$ cat src/rtl/seg_scan_ctrl_if.sv
// seg_scan_ctrl_if: write/commit port of the seven-segment scan controller.
interface seg_scan_ctrl_if;
   logic       wr_valid;
   logic       wr_ready;
   logic [2:0] wr_addr;
   logic [3:0] wr_data;
   logic       wr_dp;
   logic       commit;
   logic       pending;
   modport master (output wr_valid, wr_addr, wr_data, wr_dp, commit, input wr_ready, pending);
   modport slave (input wr_valid, wr_addr, wr_data, wr_dp, commit, output wr_ready, pending);
endinterface

$ cat src/rtl/seg_scan_ctrl.sv
// seg_scan_ctrl: double-buffered, time-multiplexed scan controller for a common-anode 7-seg bank.
module seg_scan_ctrl #(
   parameter int NDIG  = 8,
   parameter int DIV   = 50000,
   parameter int BLANK = 16
) (
   input  logic                 clk,
   input  logic                 clrn,
   seg_scan_ctrl_if.slave       bus,
   input  logic [7:0]           dig_en,
   input  logic                 lz_en,
   output logic [7:0]           an,
   output logic [6:0]           seg,
   output logic                 dp,
   output logic                 frame_start
);
   localparam int CW = $clog2(DIV);
   typedef enum logic {P_BLANK, P_SHOW} phase_t;
   phase_t          r_phase;
   logic [CW-1:0]   r_cyc;
   logic [2:0]      r_dig;
   logic            r_pending;
   logic [7:0][3:0] r_sh_nib, r_ac_nib;
   logic [7:0]      r_sh_dp, r_ac_dp;
   logic [7:0]      r_an;
   logic [6:0]      r_seg;
   logic            r_dp, r_fs;
   logic            w_wrap, w_last_dig, w_boundary, w_wr, w_lz, w_show;
   logic [7:0]      w_nz;
   logic [6:0]      w_seg;
   function automatic logic [6:0] hex2seg(input logic [3:0] h);
      case (h)
         4'h0: hex2seg = 7'b1000000;
         4'h1: hex2seg = 7'b1111001;
         4'h2: hex2seg = 7'b0100100;
         4'h3: hex2seg = 7'b0110000;
         4'h4: hex2seg = 7'b0011001;
         4'h5: hex2seg = 7'b0010010;
         4'h6: hex2seg = 7'b0000010;
         4'h7: hex2seg = 7'b1111000;
         4'h8: hex2seg = 7'b0000000;
         4'h9: hex2seg = 7'b0010000;
         4'hA: hex2seg = 7'b0001000;
         4'hB: hex2seg = 7'b0000011;
         4'hC: hex2seg = 7'b1000110;
         4'hD: hex2seg = 7'b0100001;
         4'hE: hex2seg = 7'b0000110;
         default: hex2seg = 7'b0001110;
      endcase
   endfunction
   assign w_wrap     = r_cyc == CW'(DIV - 1);
   assign w_last_dig = r_dig == 3'(NDIG - 1);
   assign w_boundary = w_wrap & w_last_dig;
   assign w_wr       = bus.wr_valid & ~r_pending & ({1'b0, bus.wr_addr} < 4'(NDIG));
   always_comb begin
      w_nz = '0;
      for (int k = 0; k < 8; k++) w_nz[k] = (|r_ac_nib[k]) | r_ac_dp[k];
   end
   // Slots at or above NDIG are never written, so their zero entries never defeat suppression.
   assign w_lz   = lz_en & (r_dig != 3'd0) & ((w_nz >> r_dig) == 8'd0);
   assign w_show = (r_phase == P_SHOW) & dig_en[r_dig] & ~w_lz;
   assign w_seg  = hex2seg(r_ac_nib[r_dig]);
   always_ff @(posedge clk or negedge clrn) begin
      if (!clrn) begin
         r_cyc     <= '0;
         r_dig     <= '0;
         r_phase   <= P_BLANK;
         r_pending <= 1'b0;
         r_sh_nib  <= '0;
         r_sh_dp   <= '0;
         r_ac_nib  <= '0;
         r_ac_dp   <= '0;
         r_an      <= 8'hFF;
         r_seg     <= 7'h7F;
         r_dp      <= 1'b1;
         r_fs      <= 1'b0;
      end else begin
         r_cyc   <= w_wrap ? '0 : r_cyc + 1'b1;
         r_dig   <= w_wrap ? (w_last_dig ? 3'd0 : r_dig + 3'd1) : r_dig;
         r_phase <= w_wrap ? P_BLANK : (r_cyc == CW'(BLANK - 1)) ? P_SHOW : r_phase;
         if (w_wr) begin
            r_sh_nib[bus.wr_addr] <= bus.wr_data;
            r_sh_dp[bus.wr_addr]  <= bus.wr_dp;
         end
         // The shadow is frozen while pending, so the copy always sees the committed image.
         if (w_boundary & r_pending) begin
            r_ac_nib  <= r_sh_nib;
            r_ac_dp   <= r_sh_dp;
            r_pending <= 1'b0;
         end else if (bus.commit) begin
            r_pending <= 1'b1;
         end
         r_an  <= w_show ? ~(8'd1 << r_dig) : 8'hFF;
         r_seg <= w_show ? w_seg : 7'h7F;
         r_dp  <= w_show ? ~r_ac_dp[r_dig] : 1'b1;
         r_fs  <= (r_cyc == '0) & (r_dig == 3'd0);
      end
   end
   assign bus.wr_ready = ~r_pending;
   assign bus.pending  = r_pending;
   assign an           = r_an;
   assign seg          = r_seg;
   assign dp           = r_dp;
   assign frame_start  = r_fs;
endmodule

$ cat src/flat_wrapper.sv
// flat-port wrapper written by rule: the top's interface ports become plain ports
module seg_scan_ctrl_flat 
#(
   parameter int NDIG  = 8,
   parameter int DIV   = 50000,
   parameter int BLANK = 16
)
  (clk, clrn, dig_en, lz_en, an, seg, dp, frame_start, bus_wr_valid, bus_wr_addr, bus_wr_data, bus_wr_dp, bus_commit, bus_wr_ready, bus_pending);
  seg_scan_ctrl_if bus_i ();
  input  logic clk;
  input  logic clrn;
  input  logic [7:0] dig_en;
  input  logic lz_en;
  output logic [7:0] an;
  output logic [6:0] seg;
  output logic dp;
  output logic frame_start;
  input wire logic [$bits(bus_i.wr_valid)-1:0] bus_wr_valid;
  input wire logic [$bits(bus_i.wr_addr)-1:0] bus_wr_addr;
  input wire logic [$bits(bus_i.wr_data)-1:0] bus_wr_data;
  input wire logic [$bits(bus_i.wr_dp)-1:0] bus_wr_dp;
  input wire logic [$bits(bus_i.commit)-1:0] bus_commit;
  output wire logic [$bits(bus_i.wr_ready)-1:0] bus_wr_ready;
  output wire logic [$bits(bus_i.pending)-1:0] bus_pending;
  assign bus_i.wr_valid = bus_wr_valid;
  assign bus_i.wr_addr = bus_wr_addr;
  assign bus_i.wr_data = bus_wr_data;
  assign bus_i.wr_dp = bus_wr_dp;
  assign bus_i.commit = bus_commit;
  assign bus_wr_ready = bus_i.wr_ready;
  assign bus_pending = bus_i.pending;
  seg_scan_ctrl #(.NDIG(NDIG), .DIV(DIV), .BLANK(BLANK)) u_core (.clk(clk), .clrn(clrn), .bus(bus_i), .dig_en(dig_en), .lz_en(lz_en), .an(an), .seg(seg), .dp(dp), .frame_start(frame_start));
endmodule
$ cat config.mk
export PLATFORM = sky130hd
export DESIGN_NAME = seg_scan_ctrl_flat
export DESIGN_NICKNAME = d
export VERILOG_FILES = /design/src/rtl/seg_scan_ctrl_if.sv /design/src/rtl/seg_scan_ctrl.sv /design/src/flat_wrapper.sv
export SDC_FILE = /design/constraint.sdc
export NUM_CORES = 1
export LEC_CHECK = 0
export CAP_MARGIN = 10
export CORE_MARGIN = 2
export CORE_UTILIZATION = 45
export DETAILED_ROUTE_END_ITERATION = 8
export SKIP_LAST_GASP = 1
export SYNTH_ARGS = -nofsm -noshare
export SYNTH_HDL_FRONTEND = slang
export SYNTH_SLANG_ARGS = --single-unit
$ cat constraint.sdc
create_clock -name clk -period 2.35 [get_ports clk]
set_input_delay 0.47 -clock clk [delete_from_list [all_inputs] [get_ports clk]]
set_output_delay 0.47 -clock clk [all_outputs]
set_load 0.05 [all_outputs]
==> summary by stage, run 1 <==
Yosys
Counting distinct cell types in the post-synthesis netlist gives 51. The fraction of synthesized cell area taken by the top area cell type is between 40% and 50%. Counting flops and latches in the post-synthesis netlist gives between 100 and 150.

The synthesized netlist devotes 3.19% of its cell area to adder and majority cells. The most used flip-flop cell after synthesis is dfrtp_1. The xor-xnor portion of the synthesized cell area is 2.08%.

After synthesis, the largest family of logic cells by area is multiplexers. During synthesis, Yosys emitted a total of 0 warnings. Summed over all instances, the cell type with the most area after synthesis is dfrtp_1.

The share of the synthesized area in compound gates (AO/OA/AOI/OAI) is between 3 and 4%. Of all flip-flops after synthesis, the portion carrying an async set or reset was 100%. The number of nets in the synthesized netlist is approximately 450.

Multiplexer cells account for around 23% of the synthesized area. After synthesis, the cell types taking the most area are dfrtp_1 47%, mux2_2 16%, dfstp_2 7.7%, mux2i_1 3.7%, ha_1 3.2%. The synthesized netlist occupies a cell area of 0.00548 mm2. The sequential element share of the synthesized area is 54.2%. The number of synthesized flops with an enable pin is 0. The instance count of the mapped netlist is ~410.

The area share of and/or/nand/nor cells after synthesis is 10.7%. The post-synthesis area per instance is ~13 um2.

Finish
The number of inserted diodes is 0. From synthesis to final layout, the design area changed by 22.0%. The post-layout net count is slightly above 500.

The area of all placed cells without fillers is ~0.0067 mm2. In the final layout, the share of cells above drive strength 1 is between 30 and 40%.

Detailed routing
The number of remaining DRC errors is 0. The count of nets left with antenna violations once routing finished came out at 0. After detailed routing, the average wire length per cell comes to 18.2 um. Across all layers, the routed design uses roughly 3500 vias.

For this block, the initial DRC count from the detailed router was 158. Before antenna repair, the detailed router went through 4 iterations. Using the TritonRoute via totals, the vias-per-cell ratio works out to 5.49.

The final layout contains routed wiring with a total length of 11500 um.

Critical path
Grouping stages by cell kind, the critical path spends the most delay in buffers and inverters. In this run the critical register-to-register path is captured at u_core.seg[6]$_DFF_PN1_. In this run the worst path has a maximum fanout of 5. The slowest stage of the critical path is the clkdlybuf4s50_1 cell. The worst-case register-to-register setup slack is 0.22 ns. The origin of the critical flop-to-flop path is u_core.r_ac_nib[30]$_DFFE_PN0P_. The source of the critical timing path is u_core.bus.pending$_DFFE_PN0P_. The critical path is of the reg2out type.

In this design, the stage delay of the slowest critical-path cell is ~0.87 ns. The worst setup path is launched from a register. Walking the worst path, the cells encountered are clkdlybuf4s50_1. The number of buffers and inverters on the critical path is 1. The arrival time of data at the critical path endpoint is between 1.5 and 2 ns. STA puts the critical path data required time at 1.88 ns. The worst setup path is captured at a primary output.

The depth of the worst register-to-register path is 5.

Power
VDD sags by at most ~0.56 mV. For this design the static power due to leakage is around 0.0032 uW. The total power density per cell area is 721 mW/mm2.

Global route
Entering global routing, the biggest net connects 46 pins. The initial antenna violation count is 0. The most used routing layer is met2. The met1 demand-to-capacity share in global routing is 27.0%.

The number of global-route vias before repair is ~3600. The first global-routing pass estimated slightly below 20000 um of wire. Global routing used about a fifth of the available tracks. The met3 track demand over resource is under 10%. The total global routing overflow is 0.

For this run, global-route usage on met2 was measured as between 20 and 30%.

Clock network
The sink count of the clock tree is around 120. The clock passes through at most 2 buffers. The clock reaches the later pin of the worst-skew pair after about 0.42 ns.

The master cell of the clock root buffer is clkbuf_16. The deepest level of the CTS H-tree is 4. The number of clock buffers inserted by TritonCTS is 17. The clock transition time at the flip-flop clock pins of the worst setup and hold paths is roughly 0.05 ns. The post-CTS repair timing setup buffer count is 0. TritonCTS built the clock tree.

Floorplanning
The count of standard-cell rows is 40. The floorplan core area is ~0.012 mm2. The starting utilization of the core area is a little under half. The floorplan die width is roughly 110 um.

During I/O placement, the number of pins put on the boundary was 40. From bottom edge to top edge, the die measures around 110 um. The floorplan die area is roughly 0.013 mm2.

Place
Buffers placed on the I/O ports in this run total 39. The placed instance area is just over 0.006 mm2. The sum of net half-perimeters after detailed placement is about 8000 um. The final RePlAce weighted congestion is 0.850.

Timing
The maximum clock frequency is about 440 MHz. Setup repair after global routing left no endpoint under its margin. In this run the tightest slew margin relative to its limit is ~60%.

The max-slew violation total from the final report is 0. Summed over all failing endpoints, the final setup total negative slack is 0 ns. For the pin with the worst max-slew slack, the measured transition is roughly 0.59 ns. The share of the clock period used by the worst path after layout is 96.7%. The worst hold margin is approximately 0.063 ns. The worst clock skew on the final layout is between 0.01 and 0.015 ns. The setup violation total in the final timing report is 0. The final critical path time including I/O delays and setup is 2.27 ns. The total count of hold-check failures in the final report was 0.

Min path
The path category of the worst min-delay check is in2async.

Flow run
The number of maximum-capacitance constraint violations is 0.

Status
The run finished with clean final reports.
-- layer usage --
metal	vias up	share of wire (%)
met1	1736	48
met2	89	46
li1	1627	-
met4	0	2.0
met3	20	4.6
met5	-	0
-- cell families (layout without fill, tap and decap cells) --
| group | after synthesis | in the layout |
|---|---|---|
| flops | 118 | 118 |
| buf+inv | 28 | 101 |
| fa+ha+maj | 14 | 14 |
| compound gates | 31 | 31 |
| simple gates | 101 | 101 |
| xor+xnor | 13 | 13 |
| mux | 107 | 107 |
-- sequential cells by signal, indices dropped and copies added, names as in the netlist --
register,count
u_core.r_sh_nib,32
u_core.r_phase,1
u_core.dp,1
u_core.r_cyc,16
u_core.an,8
u_core.r_dig,3
u_core.r_ac_nib,32
u_core.r_ac_dp,8
u_core.frame_start,1
u_core.r_sh_dp,8
u_core.bus.pending,1
u_core.seg,7
-- power by group --
group	switching (uW)	internal, uW	leakage, uW
clock network	915	1640	0.000285
registers	15.9	2080	0.00155
logic	99.5	73.7	0.00132
total	1030	3790	0.00316
-- worst max path at each step --
stage | end | cells past startpoint | slack (ns)
2_1_floorplan | u_core.r_sh_dp[6]$_DFFE_PN0P_ | 4 | 0.11
3_3_place_gp | u_core.seg[3]$_DFF_PN1_ | 8 | 0.19
3_5_place_dp | u_core.seg[6]$_DFF_PN1_ | 7 | 0.11
4_1_cts | bus_wr_ready | 2 | 0.02
5_1_grt | bus_pending | 1 | 0.03
6_report | bus_pending | 1 | 0.08
-- repair_timing --
item | CTS | global route
setup endpoints to repair | 0 | 16
gates resized for setup | 0 | 3
hold buffers | 0 | 0
-- synth_stat cells (2+ instances only) --
cell type / number
nor2b_1: 5
inv_1: 12
xnor2_1: 4
nor4_1: 2
buf_2: 3
mux2i_1: 20
nor3_1: 6
dfstp_2: 16
clkbuf_1: 2
a31oi_1: 2
ha_1: 14
and3_1: 3
nand2_1: 15
nand4_1: 3
o211ai_1: 2
nand3_1: 19
nor3b_1: 4
o21ai_1: 2
or4_1: 9
buf_6: 9
o21ai_0: 9
a41oi_1: 2
mux2_2: 80
nand3b_1: 2
mux4_2: 6
xor2_1: 9
a21oi_1: 5
o22ai_1: 2
nor4_4: 2
dfrtp_1: 102
nor2_1: 20
or3_1: 2
-- layout by cell type (no fill, tap or decap), types with 5 or more instances in the layout --
cell type,count
inv_1,12
clkdlybuf4s50_1,37
ha_1,14
dfstp_2,16
clkbuf_16,17
mux2_2,80
or4_1,9
nor3_1,6
nand3_1,19
nor2_1,20
nor2b_1,5
mux2i_1,20
dfrtp_1,100
xor2_1,9
mux4_2,6
nand2_1,15
a21oi_1,5
buf_4,15
o21ai_0,9
-- worst register-to-register path, delay by kind of cell, from the launching register on --
| kind | cells | cell delay, ns |
|---|---|---|
| and+or+nand+nor | 3 | 1.04 |
| DFF | 1 | 0.41 |
| AOI/OAI and AO/OA | 2 | 0.59 |
-- through the flow --
step / setup WS [ns] / cells / utilization, % / total power (uW)
final: 0.0765 / 632 / 55.9 / 4820
after global routing: 0.0286 / 632 / 55.9 / 5010
after CTS: 0.0156 / 632 / 55.9 / 4880
after detailed placement: 0.110 / 600 / 50.9 / 2300
after global placement: 0.193 / 600 / 50.9 / 2300
after floorplan: 0.113 / 412 / - / 2190
-- area by class of cell --
class / instances / area, um2
clock buffers: 21 / 470
fillers: 1012 / 5270
inverters: 13 / 48.8
flip-flops and latches: 118 / 2980
multi-input cells: 266 / 2330
repair buffers: 56 / 556
well taps: 147 / 184
clock inverters: 11 / 124
Power figures use the tool's default switching activity.
==> run 2: changes to the inputs <==
Settings changed: PLACE_DENSITY set to 0.69.
==> run 2 against run 1 <==
Via count is 1.0% higher. Clock power is 11% higher. Critical path depth stayed put. Register-to-register slack worse by 0.05 ns. Cell count unchanged. Non-clock buffer count is the same. Core utilization increased by 0.55 points. Critical path type unchanged. Largest power group unchanged.
==> summary by stage, run 2 (same netlist as run 1, synthesis figures left out) <==
Global route
The largest net degree at the start of global routing is 54 (+17%). The global-route wire length before repair was 19600 um (+0.75%). The overall routing resource usage is 19.7% (-0.31 points).

The total global routing overflow was 0 (unchanged). The initial antenna violation count is 0 (unchanged). The number of global-route vias before repair is 3699 (+1.6%).

Place
The final RePlAce weighted congestion was 0.819 (-3.6%). The number of port buffers is 39 (unchanged). The sum of net half-perimeters after detailed placement was 8020 um (+0.50%).

Flow run
The number of maximum-capacitance constraint violations is 0 (unchanged).

Finish
From synthesis to final layout, the design area changed by 23.2%. The fraction of final layout cells with drive strength greater than 1 is 33.0% (-0.41 points). The top cell types in the final layout, fill and taps aside, are 102 x dfrtp_1, 80 x mux2_2, 37 x clkdlybuf4s50_1.

The number of inserted diodes was 0 (unchanged). In the final layout, the registers with the most flip-flops are u_core.r_ac_nib (32), u_core.r_sh_nib (32), u_core.r_cyc (16). The library cell used most frequently in the layout, excluding fill and tap cells, is dfrtp_1. The post-route core utilization is 56.5% (+0.55 points).

The post-layout net count is 507 (unchanged).

Clock network
The CTS tree is built. The clock transition time at the flip-flop clock pins of the worst setup and hold paths is 0.06 ns (about the same). The sink count of the clock tree was 118 (unchanged). The root buffer cell chosen for the clock tree is clkbuf_16. The maximum clock path buffer count is 2 (unchanged). The number of clock buffers inserted by TritonCTS is 17 (unchanged). The clock network latency to the later pin of the worst-skew pair was 0.41 ns (about the same). The deepest level of the CTS H-tree was 4 (unchanged).

Floorplanning
The starting utilization of the core area is 45.8% (unchanged). The floorplan die width is 114 um (unchanged). The count of standard-cell rows is 40 (unchanged).

The I/O pin count is 40 (unchanged). The y dimension of the die is 114 um (unchanged). The floorplan core area is 0.0120 mm2 (unchanged). The floorplan die area came to 0.0131 mm2 (unchanged).

Detailed routing
The per-cell via count in the routed design was 5.55 (+1.0%). The first-iteration detailed-routing DRC count is 206 (+30%). The routed via count is 3508 (+1.0%). The sum of routed wire length over all layers came to 11900 um (+3.2%). The remaining antenna violation count is 0 (unchanged).

The first-pass iteration count of the detailed router came to 4 (unchanged). The number of remaining DRC errors is 0 (unchanged). The average detailed-routed wire length per instance is 18.8 um (+3.2%).

Timing
The worst max-slew margin expressed relative to the limit is 65.0% (+4.6 points). The slew of the pin with the lowest slew margin came to 0.524 ns (-0.0698 ns). The total count of hold-check failures in the final report is 0 (unchanged). The summed negative setup slack over all endpoints is 0 ns (unchanged). Setup repair after global routing left no endpoint under its margin. The final critical path time including I/O delays and setup is 2.26 ns (-0.00921 ns). The maximum clock frequency is 442 MHz (+0.41%). The max-slew violation total from the final report is 0 (unchanged). The share of the clock period used by the worst path after layout was 96.4% (-0.39 points). The setup violation total in the final timing report is 0 (unchanged). The worst clock skew on the final layout is 0.0107 ns (+0.0000365 ns).

Power
The total power density per cell area is 757 mW/mm2 (+5.0%). The leakage power is 0.00319 uW (+0.85%). The peak ir drop on the vdd network is 0.567 mV (+1.5%).

Critical path
The largest fanout on the critical path is 5 (unchanged). The biggest cell delay along the critical path is 0.87 ns (about the same). The worst-case register-to-register setup slack is 0.17 ns (-0.05 ns). The worst register-to-register path begins at u_core.r_dig[2]$_DFFE_PN0N_. Among all stages on the critical path, the largest delay is contributed by clkdlybuf4s50_1. The required time at the worst-slack endpoint was 1.88 ns (about the same). The worst setup path is captured at a primary output. The depth of the worst register-to-register path is 9 (+4). In this run the worst setup path terminates at bus_pending. The nature of the critical path startpoint is a register.

The setup path with the least slack is of type reg2out. The arrival time of data at the critical path endpoint is 1.79 ns (about the same). The critical path depth in cells is 1 (unchanged). The worst path buffer plus inverter count came to 1 (unchanged). On the critical path the largest part of the delay comes from buffers and inverters. The source of the critical timing path is u_core.bus.pending$_DFFE_PN0P_.

The critical path goes through clkdlybuf4s50_1. In this run the critical register-to-register path is captured at u_core.seg[3]$_DFF_PN1_.

Min path
In this run the worst hold path is classified as in2async.

Status
The run finished with clean final reports.
==> run 2: changes by cell type in the layout (fill, tap and decap cells not counted), sizes merged <==
cell    previous run  this run
bufinv             2         5
clkbuf            21        18
clkinv             6         4
inv               13        15
==> run 2: how the worst min path moves through the flow <==
stage,startpoint,endpoint,slack [ns],cells past startpoint
after CTS,clrn,u_core.r_cyc[11]$_DFF_PN0_,0.05,1
after global routing,clrn,u_core.r_cyc[11]$_DFF_PN0_,0.06,1
after detailed placement,clrn,u_core.r_cyc[12]$_DFF_PN0_,0.48,1
final,clrn,u_core.r_cyc[11]$_DFF_PN0_,0.03,1
after global placement,clrn,u_core.r_cyc[11]$_DFF_PN0_,0.47,1
after floorplan,clrn,u_core.bus.pending$_DFFE_PN0P_,0.17,0
==> run 2: power breakdown <==
part / switching, uW / total, uW / internal [uW]
Clock: 955 / 2850 / 1890
Sequential: 17.5 / 2090 / 2070
Combinational: 99.9 / 174 / 73.8
==> run 2: layout make-up <==
type | count | area [um2]
clock inverters | 14 | 221
repair buffers | 56 | 568
inverters | 13 | 48.8
well taps | 147 | 184
clock buffers | 18 | 429
fillers | 1001 | 5210
multi-input cells | 266 | 2330
flip-flops and latches | 118 | 2970
==> run 2: what timing repair did <==
item | CTS | global route
setup endpoints to repair | 0 | 2
gates resized for setup | 0 | 1
hold buffers | 0 | 0
setup buffers | 0 | 3
==> run 2: stage by stage <==
stage	total power, uW	instances	hold slack (ns)	instance area [um2]	setup WS, ns
final	5110	632	0.0257	6760	0.0857
after global routing	5270	632	0.0551	6760	0.0212
after floorplan	2190	412	0.174	5480	0.113
after CTS	5150	629	0.0486	6730	0.0296
after global placement	2300	597	0.473	6080	0.156
after detailed placement	2300	597	0.482	6080	0.0120
==> run 2: layer usage <==
layer  vias to the layer above  GRT usage (%)  part of all wire (%)
li1                       1621              -                     -
met1                      1782           25.7                    45
met2                        95           32.4                    49
met3                        10           4.87                   4.6
met4                         0           6.18                   1.1
met5                         -              0                     0
